### src/rtl/stepper_indexer.sv
// Carousel indexer: turns a slot request into the shortest-direction run of
// stepper phase patterns, with a prescaled step rate and done/err pulses.
`timescale 1ns/1ps
module stepper_indexer #(
    parameter int NUM_SLOTS      = 4,
    parameter int STEPS_PER_SLOT = 512,
    parameter int STEP_DIV       = 200000,
    parameter int HOLD           = 1,
    localparam int SLOT_W        = ($clog2(NUM_SLOTS) > 1) ? $clog2(NUM_SLOTS) : 1
) (
    input  logic              clk,
    input  logic              rst,
    input  logic              cmd_valid,
    input  logic [SLOT_W-1:0] cmd_slot,
    input  logic              cmd_half,
    output logic              cmd_ready,
    output logic              busy,
    output logic              done,
    output logic              err,
    output logic [SLOT_W-1:0] cur_slot,
    output logic [3:0]        coils
);

    // Worst case is half the ring in half-step mode: NUM_SLOTS * STEPS_PER_SLOT steps.
    localparam int STEP_W = $clog2(NUM_SLOTS * STEPS_PER_SLOT + 1);
    localparam int PRE_W  = $clog2(STEP_DIV);
    localparam logic [PRE_W-1:0]  DIV_LAST = PRE_W'(STEP_DIV - 1);
    localparam logic [SLOT_W:0]   N_V      = (SLOT_W + 1)'(NUM_SLOTS);
    localparam logic [SLOT_W:0]   HALF_V   = (SLOT_W + 1)'(NUM_SLOTS / 2);

    typedef enum logic [1:0] {IDLE = 2'd0, MOVE = 2'd1, DONE = 2'd2} state_t;

    state_t              state_r, state_s;
    logic [2:0]          p_r, p_s, p_inc_s;
    logic [SLOT_W-1:0]   cur_slot_r, cur_slot_s, target_r, target_s;
    logic                rev_r, rev_s, half_r, half_s;
    logic [PRE_W-1:0]    presc_r, presc_s;
    logic [STEP_W-1:0]   steps_r, steps_s, steps_load_s;
    logic [SLOT_W:0]     diff_s, slots_s;
    logic                fwd_s, accept_s;
    logic                done_r, done_s, err_r, err_s, busy_r, busy_s, ready_r, ready_s;
    logic [3:0]          coils_r, coils_s;

    function automatic logic [3:0] phase_pattern(input logic [2:0] idx);
        logic [3:0] pat;
        case (idx)
            3'd0:    pat = 4'b1000;
            3'd1:    pat = 4'b1100;
            3'd2:    pat = 4'b0100;
            3'd3:    pat = 4'b0110;
            3'd4:    pat = 4'b0010;
            3'd5:    pat = 4'b0011;
            3'd6:    pat = 4'b0001;
            3'd7:    pat = 4'b1001;
            default: pat = 4'b0000;
        endcase
        return pat;
    endfunction

    // Command decode: ring distance, direction choice and step budget.
    always_comb begin
        accept_s = cmd_valid && ready_r;
        if ({1'b0, cmd_slot} >= {1'b0, cur_slot_r}) begin
            diff_s = {1'b0, cmd_slot} - {1'b0, cur_slot_r};
        end else begin
            diff_s = {1'b0, cmd_slot} + N_V - {1'b0, cur_slot_r};
        end
        fwd_s        = (diff_s <= HALF_V);
        slots_s      = fwd_s ? diff_s : (N_V - diff_s);
        steps_load_s = STEP_W'(slots_s) * STEP_W'(STEPS_PER_SLOT);
        if (cmd_half) begin
            steps_load_s = steps_load_s << 1'b1;
        end else begin
            steps_load_s = steps_load_s;
        end
        p_inc_s = half_r ? 3'd1 : 3'd2;
    end

    // Next-state and next-output logic.
    always_comb begin
        state_s    = state_r;
        p_s        = p_r;
        cur_slot_s = cur_slot_r;
        target_s   = target_r;
        rev_s      = rev_r;
        half_s     = half_r;
        presc_s    = presc_r;
        steps_s    = steps_r;
        done_s     = 1'b0;
        err_s      = 1'b0;
        case (state_r)
            IDLE: begin
                if (!accept_s) begin
                    state_s = IDLE;
                end else if ({1'b0, cmd_slot} >= N_V) begin
                    err_s = 1'b1;
                end else if (cmd_slot == cur_slot_r) begin
                    done_s = 1'b1;
                end else begin
                    state_s  = MOVE;
                    target_s = cmd_slot;
                    rev_s    = ~fwd_s;
                    half_s   = cmd_half;
                    presc_s  = '0;
                    steps_s  = steps_load_s;
                end
            end
            MOVE: begin
                if (presc_r == DIV_LAST) begin
                    presc_s = '0;
                    p_s     = rev_r ? (p_r - p_inc_s) : (p_r + p_inc_s);
                    steps_s = steps_r - STEP_W'(1);
                    if (steps_r == STEP_W'(1)) begin
                        state_s    = DONE;
                        done_s     = 1'b1;
                        cur_slot_s = target_r;
                    end else begin
                        state_s = MOVE;
                    end
                end else begin
                    presc_s = presc_r + PRE_W'(1);
                end
            end
            DONE:    state_s = IDLE;
            default: state_s = IDLE;
        endcase
        ready_s = (state_s == IDLE);
        busy_s  = (state_s == MOVE);
        coils_s = (busy_s || (HOLD != 0)) ? phase_pattern(p_s) : 4'b0000;
    end

    // State and output registers; reset abandons any move in progress.
    always_ff @(posedge clk or posedge rst) begin
        if (rst) begin
            state_r    <= IDLE;
            p_r        <= 3'd0;
            cur_slot_r <= '0;
            target_r   <= '0;
            rev_r      <= 1'b0;
            half_r     <= 1'b0;
            presc_r    <= '0;
            steps_r    <= '0;
            done_r     <= 1'b0;
            err_r      <= 1'b0;
            busy_r     <= 1'b0;
            ready_r    <= 1'b0;
            coils_r    <= 4'b0000;
        end else begin
            state_r    <= state_s;
            p_r        <= p_s;
            cur_slot_r <= cur_slot_s;
            target_r   <= target_s;
            rev_r      <= rev_s;
            half_r     <= half_s;
            presc_r    <= presc_s;
            steps_r    <= steps_s;
            done_r     <= done_s;
            err_r      <= err_s;
            busy_r     <= busy_s;
            ready_r    <= ready_s;
            coils_r    <= coils_s;
        end
    end

    assign cmd_ready = ready_r;
    assign busy      = busy_r;
    assign done      = done_r;
    assign err       = err_r;
    assign cur_slot  = cur_slot_r;
    assign coils     = coils_r;

endmodule

### config.mk
export PLATFORM = sky130hd
export DESIGN_NAME = stepper_indexer
export DESIGN_NICKNAME = d
export VERILOG_FILES = /design/src/rtl/stepper_indexer.sv
export SDC_FILE = /design/constraint.sdc
export NUM_CORES = 1
export LEC_CHECK = 0
export ABC_AREA = 1
export ABC_CLOCK_PERIOD_IN_PS = 2990
export BUFFER_PORTS_ARGS = -buffer_cell sky130_fd_sc_hd__buf_2
export CAP_MARGIN = 10
export CORE_ASPECT_RATIO = 0.8
export CORE_MARGIN = 2
export CORE_UTILIZATION = 50
export CTS_CLUSTER_DIAMETER = 150
export CTS_CLUSTER_SIZE = 30
export DETAILED_ROUTE_END_ITERATION = 12
export GPL_TIMING_DRIVEN = 0
export PLACE_DENSITY = 0.71
export SKIP_LAST_GASP = 1
export SLEW_MARGIN = 10
export SYNTH_ARGS = -nofsm -noshare
export SYNTH_HDL_FRONTEND = slang
export SYNTH_SLANG_ARGS = --single-unit
### constraint.sdc
create_clock -name clk -period 2.99 [get_ports clk]
set_clock_uncertainty 0.1 [all_clocks]
set_input_delay 0.1495 -clock clk [delete_from_list [all_inputs] [get_ports clk]]
set_output_delay 0.1495 -clock clk [all_outputs]
set_load 0.03 [all_outputs]
# After elaboration in Yosys (flattened, before gate mapping)
# Memory sizes are Yosys's and may differ from the RTL's. A register that Yosys moved wholly into a read port is not among the register bits.
# Index checks and enable logic that the tools add are counted.
dict set report classes {
  n_reduce_logical 8
  n_mul 0
  div_mod_pow 0
  n_shift 0
  addsub 8
  n_eq_ne 8
  bitwise_logic 2
  muxes 25
  order_cmp 2
}
# cell count
set op_table {}
lappend op_table {{two-way mux 18 bit} 3}
lappend op_table {{two-way mux 12 bit} 4}
lappend op_table {{case mux 18 bit (2 select lines)} 1}
lappend op_table {{case mux 12 bit (2 select lines)} 1}
lappend op_table {{adder 18 x 1 -> 18 bit, second input constant} 1}
lappend op_table {{== test 18 bit, second input constant} 1}
lappend op_table {{two-way mux 3 bit} 5}
lappend op_table {{== test 12 x 1 -> 1 bit, second input constant} 1}
lappend op_table {{subtractor 12 x 1 -> 12 bit, second input constant} 1}
lappend op_table {{two-way mux 2 bit} 5}
lappend op_table {{AND reduction 3 bit} 3}
lappend op_table {{!= test 2 bit, second input constant} 3}
lappend op_table {{subtractor 3 x 2 -> 3 bit} 2}
lappend op_table {{== test 2 x 1 -> 1 bit, second input constant} 2}
lappend op_table {{zero test 2 bit} 2}
lappend op_table {{two-way mux 1 bit} 4}
lappend op_table {{case mux 2 bit (2 select lines)} 1}
lappend op_table {{AND reduction 4 bit} 1}
lappend op_table {{adder 2 x 3 -> 3 bit, second input constant} 1}
lappend op_table {{adder 3 x 2 -> 3 bit} 1}
lappend op_table {{less-or-equal comparator 3 x 2 -> 1 bit, second input constant} 1}
lappend op_table {{subtractor 2 x 2 -> 3 bit} 1}
lappend op_table {{subtractor 3 bit, first input constant} 1}
lappend op_table {{== test 2 bit} 1}
lappend op_table {{5 further kinds} 6}
dict set report totals {
  in_bits 6
  latchBits 0
  ff_bits 44
  n_memories 1
  rom_bits 32
  ram_bits 0
  out_inout_bits 10
  wordCells 65
}
# memory words word_bits read_ports rd_ports_with_merged_regs write_ports line
set mem_list {}
lappend mem_list {{(name not given)} 8 4 1 1 0 46} ;# case (idx)

# Depth between registers and ports, before layout
dict set report logic_depth {
  ltp_word 9
  depth_mapped 11
}

# Least setup slack after synthesis
# No wires, ideal clock.
dict set report synth_timing {
  path_type {flip-flop to flip-flop}
  start {register cur_slot_r[0], in the netlist cur_slot[0]}
  end {register steps_r[10]}
  stages_incl_launch_ff 11
  path_buffers 0
  t_arrival_ps 2126
  synth_period_minus_slack_ps 2343
  setup_time_ps 116
  path_slack_ps 647
  cell_sequence {dfrtp_1 > ha_1 > fa_1 > inv_1 > ha_1 > o21ai_0 > a21boi_0 > o21ai_0 > o21ai_0 > nand2_1 > nand2_1}
}
dict set report synth_between {
  elab_chain_len 8
  word_cells_on_any_way 14
}
# item line
set synth_lines {}
lappend synth_lines {{start: declaration} 35} ;# logic [SLOT_W-1:0] cur_slot_r, cur_slot_s, target_r, target_s;
lappend synth_lines {{start signal: assignment} 151} ;# cur_slot_r <= cur_slot_s;
lappend synth_lines {{subtractor 3 x 2 -> 3 bit, or another cell as far along} 66} ;# diff_s = {1'b0, cmd_slot} + N_V - {1'b0, cur_slot_r};
lappend synth_lines {{two-way mux 3 bit} 63} ;# if ({1'b0, cmd_slot} >= {1'b0, cur_slot_r}) begin
lappend synth_lines {{subtractor 3 bit / less-or-equal comparator 3 x 2 -> 1 bit (equally long branches)} {69, 68}}
lappend synth_lines {{two-way mux 3 bit} 69} ;# slots_s = fwd_s ? diff_s : (N_V - diff_s);
lappend synth_lines {{two-way mux 12 bit} 71} ;# if (cmd_half) begin
lappend synth_lines {{two-way mux 12 bit} 97} ;# end else if (cmd_slot == cur_slot_r) begin
lappend synth_lines {{two-way mux 12 bit} 93} ;# if (!accept_s) begin
lappend synth_lines {{case mux 12 bit (2 select lines)} 91} ;# case (state_r)
lappend synth_lines {{end signal: assignment} 156} ;# steps_r <= steps_s;
lappend synth_lines {{end: declaration} 38} ;# logic [STEP_W-1:0] steps_r, steps_s, steps_load_s;
# Several ways; a longest one is shown, not always the timed one. The select of a mux whose other input is x is not followed.
# A chain may end at the register's enable or synchronous reset.

# Worst setup path in the final report
# Ends and elaborated chain as after synthesis.

==> key figures <==
STA
  – Final Hold Viols: 0
  – FMAX: approximately 420 MHz
  – RSZ-0062 raised after global routing: false
  – Minimum clock period: around 2.4 ns
  – Final setup fails: 0
  – Worst Hold Margin: 0.0271 ns
  – Fin crit share: roughly four fifths
  – Setup_tns: 0 ns
  – Pins Over Slew Limit: 0

Job
  – Max-cap violation count: 0

Cells and area
  – Area grow syn2layout: 11.6%
  – Fillcell total: 479
  – Diode count: 0
  – Nets: between 300 and 400
  – Layout cells sized above 1: 13.2%
  – Non-filler cells, final: 444

Clock network
  – Cts bufs inserted: 5
  – Resized Gates After CTS: 0
  – Clock tree sinks: 48
  – Clock slew at reported path FFs: 0.10 ns
  – Post-CTS Setup Inserts: 0
  – H-Tree Depth: 2
  – Bufs on Longest Clock Path: 2
  – Clk_lat worst skew: 0.30 ns
  – CTS tree: built
  – Clock root buffer: clkbuf_8

Synth
  – Top post-synthesis cells by area: dfrtp_1, nand2_1, inv_1
  – Biggest area consumer among synthesized cells: dfrtp_1
  – Distinct cells, synth: 39
  – Netlist Area Pre-Place: ~2800 um^2
  – YS warnings: 0
  – Most used DFF post-synth: dfrtp_1
  – Synth Register Bits: 48
  – Number of synthesized flops with an enable pin: 0
  – Post-Syn Area per Cell: a little under 8 um^2
  – Sequential-to-total area share from yosys stat: 43.5%
  – Syn nets: 371
  – FFs w/ async S/R, synth: 100%
  – Syn Inst Count: 355
  – Top cell type's share of synthesized area: 43.5%

Route
  – First-pass DRT Iterations: 5
  – Vias/cell: 5.37
  – Remaining antenna violation count: 0
  – # DRC: 0
  – DRT iter0 DRCs: 233
  – Via count: ~2400
  – Total Routed Length: 5810 um
  – DR WL/cell: 13.1 um

Power
  – Clock power share: 45.7%
  – Sw Ratio: 20.7%
  – Combinational power share: 2.7%
  – Sequential power share: 51.6%
  – Peak supply drop: a little over 300 uV
  – Internal Power: between 0.0009 and 0.001 W
  – Leakage: 1.64 nW
  – Pwr/cell area: 408 nW/um^2
  – Switch Pwr: 0.000260 W

Critical path
  – Arrival time at the worst endpoint: 2.51 ns
  – Critical Path Source Type: flip-flop
  – CP startpoint: cur_slot[0]$_DFFE_PP0P_
  – Flop2flop setup slack: 0.59 ns
  – R2r startpoint: cur_slot[0]$_DFFE_PP0P_
  – Crit path kind: flip-flop to flip-flop
  – CP Capture Type: flip-flop
  – Worst Path Required: 3.10 ns
  – Critical path fanouts, max: 4

GRT
  – GRT Overall Usage: between 20% and 30%
  – Total congestion overflow: 0
  – Vias in the first global route: 2188
  – Maximum number of pins on one net before global-route repair: 34
  – Initial antenna violation count: 0
  – Global-route wire length before repair: 10100 um

Hold path
  – Hold WC Path Type: input port to flip-flop
  – Min-Delay Startpoint: cmd_valid

Die
  – Die width: 87.1 um
  – Die height: 70.5 um
  – Row cnt: 24
  – Core Area: approximately 5400 um^2
  – Starting Density: 51.4%
  – Io pins: 16
  – Die area: 6140 um^2

Status
  – Status: completed

Place
  – Final HPWL DP: 4270 um
  – # port buffers: 14
  – GPL Wtd Cong: roughly 0.8
  – Placed insts: roughly 440
-- area by class of cell --
class                      count  area (um^2)  area share (%)
multi-input combinational    246         1310            42.6
timing repair buffer          16          100            3.25
sequential                    48         1200            39.0
buffer                         5         38.8            1.26
clock inverter                 3         68.8            2.23
inverter                      56          210            6.82
clock buffer                   5         68.8            2.23
tap                           65         81.3            2.64
-- sequential cells by signal, indices dropped and copies added (netlist names) --
| register | cells |
|---|---|
| state_r | 2 |
| busy | 1 |
| target_r | 2 |
| p_r | 3 |
| rev_r | 1 |
| presc_r | 18 |
| cmd_ready | 1 |
| cur_slot | 2 |
| coils | 4 |
| half_r | 1 |
| done | 1 |
| steps_r | 12 |
-- stage by stage --
step	setup slack (ns)	utilization, %	total power [W]	area [um^2]
final	0.589	57.3	0.00126	3080
after detailed placement	0.627	54.6	0.000695	2930
after floorplan	0.647	-	0.000682	2760
after CTS	0.611	57.3	0.00127	3080
after global placement	0.654	54.2	0.000692	2910
after global routing	0.432	57.3	0.00129	3080
-- what timing repair did --
action	in CTS	in global routing
endpoints found under the setup margin	0	0
endpoints found under the hold margin	15	0
hold buffers	1	0
-- critical path, stage by stage, from the launching register on --
cell and delay (ns):
dfrtp_1 0.41, ha_1 0.20, fa_1 0.54, inv_1 0.06
ha_1 0.16, o21ai_0 0.25, a21boi_0 0.18, o21ai_0 0.19
o21ai_0 0.11, nand2_1 0.07, nand2_1 0.04
-- power groups by stage --
stage / sequential [W] / combinational [W] / clock (W)
finish: 0.000649 / 0.0000339 / 0.000574
global route: 0.000649 / 0.0000398 / 0.000605
floorplan: 0.000661 / 0.0000208 / 0
CTS: 0.000649 / 0.0000353 / 0.000587
global placement: 0.000662 / 0.0000302 / 0
detailed placement: 0.000661 / 0.0000340 / 0
-- final timing paths --
path                                           endpoint  cells past startpoint
min in group asynchronous              p_r[2]$_DFF_PP0_                      3
worst min register to register  target_r[1]$_DFFE_PP0P_                      2
worst max-delay path            steps_r[10]$_DFFE_PP0P_                     10
worst min-delay path                     done$_DFF_PP0_                      3
max in group asynchronous       presc_r[13]$_DFFE_PP0P_                      4
worst max register to register  steps_r[10]$_DFFE_PP0P_                     10
-- cells in the mapped netlist (2+ instances only) --
library cell	count
fa_1	2
nand3_2	2
nor2_1	35
ha_1	8
dfrtp_1	48
nor2_4	2
nand4_1	9
nand2_1	82
nor2_2	5
xnor2_1	3
o21a_1	2
xor2_1	2
nor3_1	6
o21ai_0	22
o22ai_1	2
buf_6	2
inv_1	52
nand2_2	4
a21oi_1	14
nand3_1	31
inv_2	4
-- layout by cell type, fill, tap and decap left out, drive strengths merged, types with 6 or more instances in the layout --
| master | instances |
|---|---|
| nand3 | 33 |
| nand4 | 10 |
| nor3 | 7 |
| nor2 | 42 |
| inv | 57 |
| ha | 8 |
| buf | 19 |
| o21ai | 22 |
| clkbuf | 6 |
| a21oi | 14 |
| nand2 | 87 |
| dfrtp | 48 |
-- per-layer routing --
layer / share of wire, % / vias to the layer above / wire (um) / global-route usage, %
met4: 0.91 / 0 / 53 / 5.56
met2: 45 / 70 / 2600 / 30.5
li1: - / 1183 / - / -
met3: 6.1 / 5 / 353 / 4.02
met1: 48 / 1126 / 2800 / 31.2
met5: 0 / - / 0 / 0
-- logic make-up (layout without fill, tap and decap cells) --
kind of cell    count (synthesis)  count (layout)  share of synthesized area, %
compound gates                 46              46                          9.47
xor+xnor                        5               5                          1.59
fa+ha+maj                      10              10                          5.07
buf+inv                        61              85                          9.02
flops                          48              48                          43.5
other cells                     1               1                         0.136
simple gates                  184             184                          31.2
No activity file was read; power rests on OpenSTA's default activity.
